File: config.mk
export PLATFORM = sky130hd
export DESIGN_NAME = spi_sram_responder
export DESIGN_NICKNAME = d
export VERILOG_FILES = /design/src/rtl/spi_sram_responder.sv
export SDC_FILE = /design/constraint.sdc
export NUM_CORES = 2
export LEC_CHECK = 0
export CORE_ASPECT_RATIO = 1.75
export CORE_MARGIN = 1
export CORE_UTILIZATION = 62
export DETAILED_ROUTE_END_ITERATION = 12
export DONT_BUFFER_PORTS = 1
export PLACE_DENSITY = 0.87
export SYNTH_ARGS = -nofsm -noshare
export SYNTH_HDL_FRONTEND = slang
export SYNTH_SLANG_ARGS = --single-unit
export TNS_END_PERCENT = 30
File: constraint.sdc
create_clock -name clk -period 9.3 [get_ports clk]
set_clock_uncertainty 0.15 [all_clocks]
set_input_delay 1.86 -clock clk [delete_from_list [all_inputs] [get_ports clk]]
set_output_delay 1.86 -clock clk [all_outputs]
set_load 0.05 [all_outputs]
File: src/rtl/spi_sram_responder.sv
// SPI mode-0 serial SRAM responder: READ (0x03) / WRITE (0x02) with 24-bit address,
// auto-incrementing byte address, flop-based memory, all SPI inputs oversampled by clk.
module spi_sram_responder #(
  parameter int unsigned ADDR_BITS = 8
) (
  input  logic clk,
  input  logic rst_n,
  input  logic ena,
  input  logic cs_n,
  input  logic sck,
  input  logic si,
  output logic so,
  output logic so_oe
);

  typedef enum logic [2:0] {StIdle, StCmd, StAddr, StWdata, StRdata, StIgnore} state_e;

  state_e                 r_state;
  logic                   r_cs_meta, r_cs_sync, r_cs_prev;
  logic                   r_sck_meta, r_sck_sync, r_sck_prev;
  logic                   r_si_meta, r_si_sync;
  logic [1:0]             r_fill;
  logic                   r_armed;
  logic [2:0]             r_bit_cnt;
  logic [2:0]             r_out_cnt;
  logic [1:0]             r_addr_byte;
  logic [7:0]             r_shift;
  logic [7:0]             r_out;
  logic [ADDR_BITS-1:0]   r_addr;
  logic                   r_is_read;
  logic [7:0]             r_mem [2**ADDR_BITS];

  logic                   w_sck_rise, w_sck_fall, w_cs_fall, w_cs_rise;
  logic [7:0]             w_byte;
  logic [7:0]             w_rd_byte;
  logic                   w_wr_en;

  assign w_sck_rise = r_sck_sync & ~r_sck_prev;
  assign w_sck_fall = ~r_sck_sync & r_sck_prev;
  // A falling cs_n only counts once a real high level has been seen since reset, so a
  // transaction already under way when reset is released is skipped entirely.
  assign w_cs_fall  = ~r_cs_sync & r_cs_prev & r_armed;
  assign w_cs_rise  = r_cs_sync & ~r_cs_prev;
  assign w_byte     = {r_shift[6:0], r_si_sync};
  assign w_rd_byte  = r_mem[r_addr];
  // Independent of cs_n so a byte finishing on the same clk as cs_n rising still lands.
  assign w_wr_en    = ena & (r_state == StWdata) & w_sck_rise & (r_bit_cnt == 3'd7);

  always_ff @(posedge clk or negedge rst_n) begin
    if (!rst_n) begin
      r_state     <= StIdle;
      r_cs_meta   <= 1'b1;
      r_cs_sync   <= 1'b1;
      r_cs_prev   <= 1'b1;
      r_sck_meta  <= 1'b0;
      r_sck_sync  <= 1'b0;
      r_sck_prev  <= 1'b0;
      r_si_meta   <= 1'b0;
      r_si_sync   <= 1'b0;
      r_fill      <= 2'b00;
      r_armed     <= 1'b0;
      r_bit_cnt   <= 3'd0;
      r_out_cnt   <= 3'd0;
      r_addr_byte <= 2'd0;
      r_shift     <= 8'h00;
      r_out       <= 8'h00;
      r_addr      <= '0;
      r_is_read   <= 1'b0;
      so          <= 1'b0;
      so_oe       <= 1'b0;
    end else if (ena) begin
      r_cs_meta  <= cs_n;
      r_cs_sync  <= r_cs_meta;
      r_cs_prev  <= r_cs_sync;
      r_sck_meta <= sck;
      r_sck_sync <= r_sck_meta;
      r_sck_prev <= r_sck_sync;
      r_si_meta  <= si;
      r_si_sync  <= r_si_meta;
      r_fill     <= {r_fill[0], 1'b1};
      if (r_fill[1] && r_cs_sync) r_armed <= 1'b1;

      if (w_cs_rise) begin
        r_state   <= StIdle;
        r_bit_cnt <= 3'd0;
        r_shift   <= 8'h00;
        so        <= 1'b0;
        so_oe     <= 1'b0;
      end else begin
        unique case (r_state)
          StIdle: begin
            if (w_cs_fall) begin
              r_state     <= StCmd;
              r_bit_cnt   <= 3'd0;
              r_out_cnt   <= 3'd0;
              r_addr_byte <= 2'd0;
            end
          end
          StCmd: begin
            if (w_sck_rise) begin
              r_shift   <= w_byte;
              r_bit_cnt <= r_bit_cnt + 3'd1;
              if (r_bit_cnt == 3'd7) begin
                if (w_byte == 8'h03) begin
                  r_state   <= StAddr;
                  r_is_read <= 1'b1;
                end else if (w_byte == 8'h02) begin
                  r_state   <= StAddr;
                  r_is_read <= 1'b0;
                end else begin
                  r_state   <= StIgnore;
                end
              end
            end
          end
          StAddr: begin
            if (w_sck_rise) begin
              // Shifting through an ADDR_BITS-wide register keeps only the low address bits.
              r_addr    <= {r_addr[ADDR_BITS-2:0], r_si_sync};
              r_bit_cnt <= r_bit_cnt + 3'd1;
              if (r_bit_cnt == 3'd7) begin
                r_addr_byte <= r_addr_byte + 2'd1;
                if (r_addr_byte == 2'd2) r_state <= r_is_read ? StRdata : StWdata;
              end
            end
          end
          StWdata: begin
            if (w_sck_rise) begin
              r_shift   <= w_byte;
              r_bit_cnt <= r_bit_cnt + 3'd1;
              if (r_bit_cnt == 3'd7) r_addr <= r_addr + 1'b1;
            end
          end
          StRdata: begin
            if (w_sck_fall) begin
              if (r_out_cnt == 3'd0) begin
                r_out     <= w_rd_byte;
                so        <= w_rd_byte[7];
                so_oe     <= 1'b1;
                r_addr    <= r_addr + 1'b1;
                r_out_cnt <= 3'd1;
              end else begin
                so        <= r_out[6];
                r_out     <= {r_out[6:0], 1'b0};
                r_out_cnt <= r_out_cnt + 3'd1;
              end
            end
          end
          StIgnore: begin
          end
          default: r_state <= StIdle;
        endcase
      end
    end
  end

  always_ff @(posedge clk) begin
    if (w_wr_en) r_mem[r_addr] <= w_byte;
  end

endmodule

[Yosys cells after proc, flatten, opt, wreduce, memory -nomap -nowiden]
Memory sizes are Yosys's and may differ from the RTL's.
Index checks and enable logic that the tools add are counted.
Operators by class
  reduce and logical (&&, ||, !) cells: 27
  mux-type cells: 44
  bitwise gates (word level): 13
  eq/ne operators: 24
  add/subtract/negate cells: 4
Operators by type and width (number)
  3-bit two-way mux: 15
  8-bit two-way mux: 5
  7-bit two-way mux: 4
  8-bit case mux with 3 select lines: 1
  3-bit inequality test, second input constant: 6
  8-bit by 2-bit == test with 1-bit output, second input constant: 2
  8-bit AND reduction: 2
  2-bit nonzero test: 8
  1-bit two-way mux: 12
  2-bit inequality test, second input constant: 6
  3-bit case mux with 2 select lines: 2
  3-bit case mux with 4 select lines: 1
  4-bit AND reduction: 3
  6-bit AND reduction: 2
  3-bit == test, second input constant: 3
  8-bit by 1-bit adder with 8-bit output, second input constant: 1
  1-bit AND: 8
  3-bit by 1-bit adder with 3-bit output, second input constant: 2
  3-bit by 2-bit == test with 1-bit output, second input constant: 2
  3-bit zero test: 2
  2-bit two-way mux: 3
  3-bit AND reduction: 2
  3-bit nonzero test: 2
  3-bit OR reduction: 2
  other kinds (11): 16
Word-level totals
  output and inout bits: 2
  RAM bits: 2048
  memories: 1
  bits in registers: 47
Memory list
  r_mem: words 256, bits a word 8, rd ports 1, clocked after Yosys merged registers in 0, write ports 1, RTL line 31  | logic [7:0] r_mem [2**ADDR_BITS];

[Longest topological paths before layout]
  word-level depth: 7
  mapped depth: 13
  mapped depth without buffers: 9

[Worst setup path after synthesis]
Ideal clock, no wire load.
  path kind: register to register
  start: register r_shift[0]
  end: register r_is_read
  slack: 4.806 ns
  stages on the path, launching flop included: 5
  setup time: 0.142 ns
  data required time: 9.008 ns
  data arrival time: 4.203 ns
  cells stage by stage: dfrtp_1 > nand3_1 > nor3_1 > nand2_1 > mux2_2
On the way
  cells in the longest elaborated chain, start to end: 3
RTL lines
  from (decl): RTL line 27  | logic [7:0] r_shift;
  from (signal assigned): RTL line 101  | r_shift <= w_byte;
  from (signal assigned): RTL line 129  | r_shift <= w_byte;
  8-bit by 2-bit == test with 1-bit output, on equally long branches: RTL line 104, 107
  2-bit nonzero test (no line)
  6-bit AND reduction (no line)
  to (signal assigned): RTL line 68  | r_is_read <= 1'b0;
  to (signal assigned): RTL line 106  | r_is_read <= 1'b1;
  to (signal assigned): RTL line 109  | r_is_read <= 1'b0;
  to (decl): RTL line 30  | logic r_is_read;
Parallel ways exist; a longest one is shown, timed or not.
A chain may end at the register's enable or synchronous reset.

[Final worst setup path]
  start: register r_addr[0]
  end: register so
On the way
  cells in the longest elaborated chain, start to end: 5
RTL lines
  from (decl): RTL line 29  | logic [ADDR_BITS-1:0] r_addr;
  from (signal assigned): RTL line 119  | r_addr <= {r_addr[ADDR_BITS-2:0], r_si_sync};
  from (signal assigned): RTL line 131  | if (r_bit_cnt == 3'd7) r_addr <= r_addr + 1'b1;
  from (signal assigned): RTL line 140  | r_addr <= r_addr + 1'b1;
  memory 256 x 8 bit
  1-bit two-way mux: RTL line 136  | if (r_out_cnt == 3'd0) begin
  1-bit two-way mux: RTL line 135  | if (w_sck_fall) begin
  1-bit two-way mux: RTL line 90  | unique case (r_state)
  1-bit two-way mux: RTL line 83  | if (w_cs_rise) begin
  to (signal assigned): RTL line 138  | so <= w_rd_byte[7];
  to (signal assigned): RTL line 143  | so <= r_out[6];
  to (decl): RTL line 12  | output logic so,
Every way passes these cells. The select of a mux whose other input is x is not followed.

==> results.sh <==
export IMPL_outcome="complete, but fails checks"
export IMPL_violations="capacitance limit"
export IMPL_whs_path_depth=1
export IMPL_cts_tree="built"
export IMPL_cts_setup_buffers=0
export IMPL_die_h_um=481
export IMPL_power_density_mw_per_mm2=271
export IMPL_path_max_fanout=76
export IMPL_slowest_stage="o41ai_1"
export IMPL_grt_first_pass_wirelength_um=329000
export IMPL_crit_arrival_ps=6320
export IMPL_yosysUniqueCellTypes=53
export IMPL_synth_most_common_cell="edfxtp_1"
export IMPL_vias=42352
export IMPL_grt_max_degree=217
export IMPL_first_iter_violations=7529
export IMPL_use_met2_pct=57.6
export IMPL_grt_use_met1_pct=42.2
export IMPL_hp_start="r_fill[0]"
export IMPL_synth_area_mm2=0.0814
export IMPL_drc=0
export IMPL_hold_viol_final=0
export IMPL_yosys_top_cells_count="2,048 x edfxtp_1, 631 x mux4_2, 289 x nor2_1"
export IMPL_setup_viol=0
export IMPL_first_pass_iters=8
export IMPL_routabilityCongestion=0.872
export IMPL_critPathRequiredTime_ps=9790
export IMPL_slew_violations=0
export IMPL_wirelength_um=235000
export IMPL_synth_fp_nets=3617
export IMPL_synth_area_per_cell_um2=22.6
export IMPL_netlist_area_leader_share_pct=75.6
export IMPL_path_depth=9
export IMPL_antenna_left=0
export IMPL_grt_setup_unrepaired="no"
export IMPL_slowest_delay_ps=1130
export IMPL_synthToLayoutAreaGrowth_pct=9.37
export IMPL_io_buffers=0
export IMPL_post_route_period_util_pct=62.7
export IMPL_seq_area_frac_synth_pct=77.0
export IMPL_reg2reg_to="so"
export IMPL_die_x_um=276
export IMPL_critPathLaunchType="flop"
export IMPL_syn_instance_count=3602
export IMPL_post_cts_resized=0
export IMPL_fin_crit_ps=5830
export IMPL_end_kind="flop"
export IMPL_total_power_mw=24.1
export IMPL_synth_area_leaders="edfxtp_1 76%, mux4_2 17%, dfrtp_1 1.4%, nor2_1 1.3%, clkbuf_1 0.50%"
export IMPL_wire_per_inst_um=43.3
export IMPL_synthArstFlopShare_pct=2.24
export IMPL_grt_pass1_vias=42521
export IMPL_nets=3630
export IMPL_reg2reg_slack_ps=3470
export IMPL_final_setup_tns_ps=0
export IMPL_synthFlopType="edfxtp_1"
export IMPL_yosysTopAreaCell="edfxtp_1"
export IMPL_synth_edf_count=2048
export IMPL_clkTransAtPathRegs_ps=80
export IMPL_relSlewSlack_pct=0.0309
export IMPL_drive_gt1_share_pct=26.9
export IMPL_utilization_pct=68.4
export IMPL_met3_usage_pct=9.65
export IMPL_leakage_nw=26.8
export IMPL_tritoncts_num_buffers=166
export IMPL_worst_setup_path_type="flop to flop"
export IMPL_r2r_cells=9
export IMPL_crit_family="compound AO/OA/AOI/OAI gates"
export IMPL_via_per_inst=7.78
export IMPL_hold_class="flop to flop"
export IMPL_ir_drop_mv=0.258
export IMPL_hold_end="r_fill[0]"
export IMPL_crit_top_cell="o21ai_0"
export IMPL_synth_seq_cells=2095
export IMPL_hold_buffers=0
export IMPL_pin_count=8
export IMPL_grtUsageTotal_pct=36.3
export IMPL_ys_warnings_count=0
export IMPL_cts_sinks=2095
export IMPL_grt_overflow_total=0
export IMPL_root_buffer="clkbuf_16"
export IMPL_busiest_layer="met2"
export IMPL_tightestPinTransition_ps=1500
export IMPL_fmax_mhz=171
export IMPL_htreeDepth=4
export IMPL_antenna_found_initial=9
export IMPL_clock_latency_ps=820
export IMPL_r2r_start="r_addr[0]"
export IMPL_cts_buffer_depth=3
export IMPL_path_cells="buf_12 -> buf_4 -> mux4_2 -> a22oi_1 -> a21oi_1 -> o41ai_1 -> o21ai_0 -> nor3_1 -> o21ai_0"
export IMPL_die_area_mm2=0.133
export IMPL_coreArea_mm2=0.130
export IMPL_initial_core_util_pct=62.6
export IMPL_worst_path_buf_inv=2
export IMPL_placementRows=175
export IMPL_dp_hpwl_um=124000
export IMPL_drv_cap=1
-- logic make-up after synthesis --
group	count (synthesis)	share of synthesized area, %
AOI/OAI and AO/OA	133	1.10
muxes	668	17.9
adders and majority gates	9	0.138
DFF	2095	77.0
buffers and inverters	224	1.33
and+or+nand+nor	473	2.50
-- state kept, by name, indices dropped and copies added (netlist names), 2 cells and up --
signal / count
r_out_cnt: 3
r_bit_cnt: 3
r_mem: 2048
r_addr: 8
r_fill: 2
r_state: 3
r_shift: 7
r_out: 7
r_addr_byte: 2
-- routing by layer --
metal / vias up / wire, µm
li1: 15144 / -
met1: 21596 / 69300
met2: 4445 / 115000
met3: 1155 / 28400
met4: 12 / 22700
met5: - / 76
-- power breakdown --
group / internal (mW) / leakage [nW] / total (mW) / switching [mW]
Combinational: 2.26 / 5.05 / 5.43 / 3.17
Clock: 4.27 / 2.80 / 7.78 / 3.50
Sequential: 10.6 / 19.0 / 10.9 / 0.311
Total: 17.1 / 26.8 / 24.1 / 6.99
-- worst max path at each step --
| stage | end | start |
|---|---|---|
| 2_1_floorplan | r_is_read | r_shift[0] |
| 3_3_place_gp | so | r_addr[0] |
| 3_5_place_dp | so | r_addr[0] |
| 4_1_cts | so | r_addr[0] |
| 5_1_grt | so | r_addr[0] |
| 6_report | so | r_addr[0] |
-- through the flow --
stage / instance area [µm²] / hold WS [ps] / setup WS (ps) / cells
finish: 89000 / 341 / 3470 / 5441
global route: 89000 / 341 / 3600 / 5431
CTS: 89000 / 323 / 3650 / 5430
detailed placement: 83200 / 298 / 3660 / 5128
global placement: 83200 / 295 / 3980 / 5128
floorplan: 81400 / 281 / 4810 / 3602
-- layout make-up --
| type | count | area [µm²] |
|---|---|---|
| diodes | 11 | 27.5 |
| inverters | 7 | 26.3 |
| flip-flops and latches | 2095 | 62700 |
| fillers | 6756 | 41000 |
| clock buffers | 196 | 4450 |
| well taps | 1681 | 2100 |
| repair buffers | 62 | 603 |
| multi-input cells | 1283 | 17800 |
| clock inverters | 106 | 1340 |
-- cell usage in the layout, fill, tap and decap left out, types with 5 or more instances in the layout --
master      netlist  routed
clkinvlp_4        0      15
nand2b_1         12      12
nand3_1          51      35
o21ai_0          18      18
a22o_1            8       8
nand4_1           6       6
diode_2           0      11
clkinv_2          0      28
a22oi_1          37      37
clkinv_4          0       5
inv_1             5       5
nor3_1           15      14
nand2_1          56      56
bufinv_16         0      30
a21oi_1          33      33
dfrtp_1          44      30
ha_1              9       9
a31oi_1           8       8
buf_12            0      11
nor2b_1          19      16
dfrtp_4           0      12
mux4_2          631     631
nor2_1          289     288
mux2_2           10      10
edfxtp_1       2048    2048
nor4_1            9       9
clkinv_1          2      24
clkbuf_1        109      20
nand3_2           0      16
inv_6             0       5
mux2i_1          27      27
clkbuf_16         0     173
buf_4            15      51
Note: power is estimated with default switching activity, not from simulation.
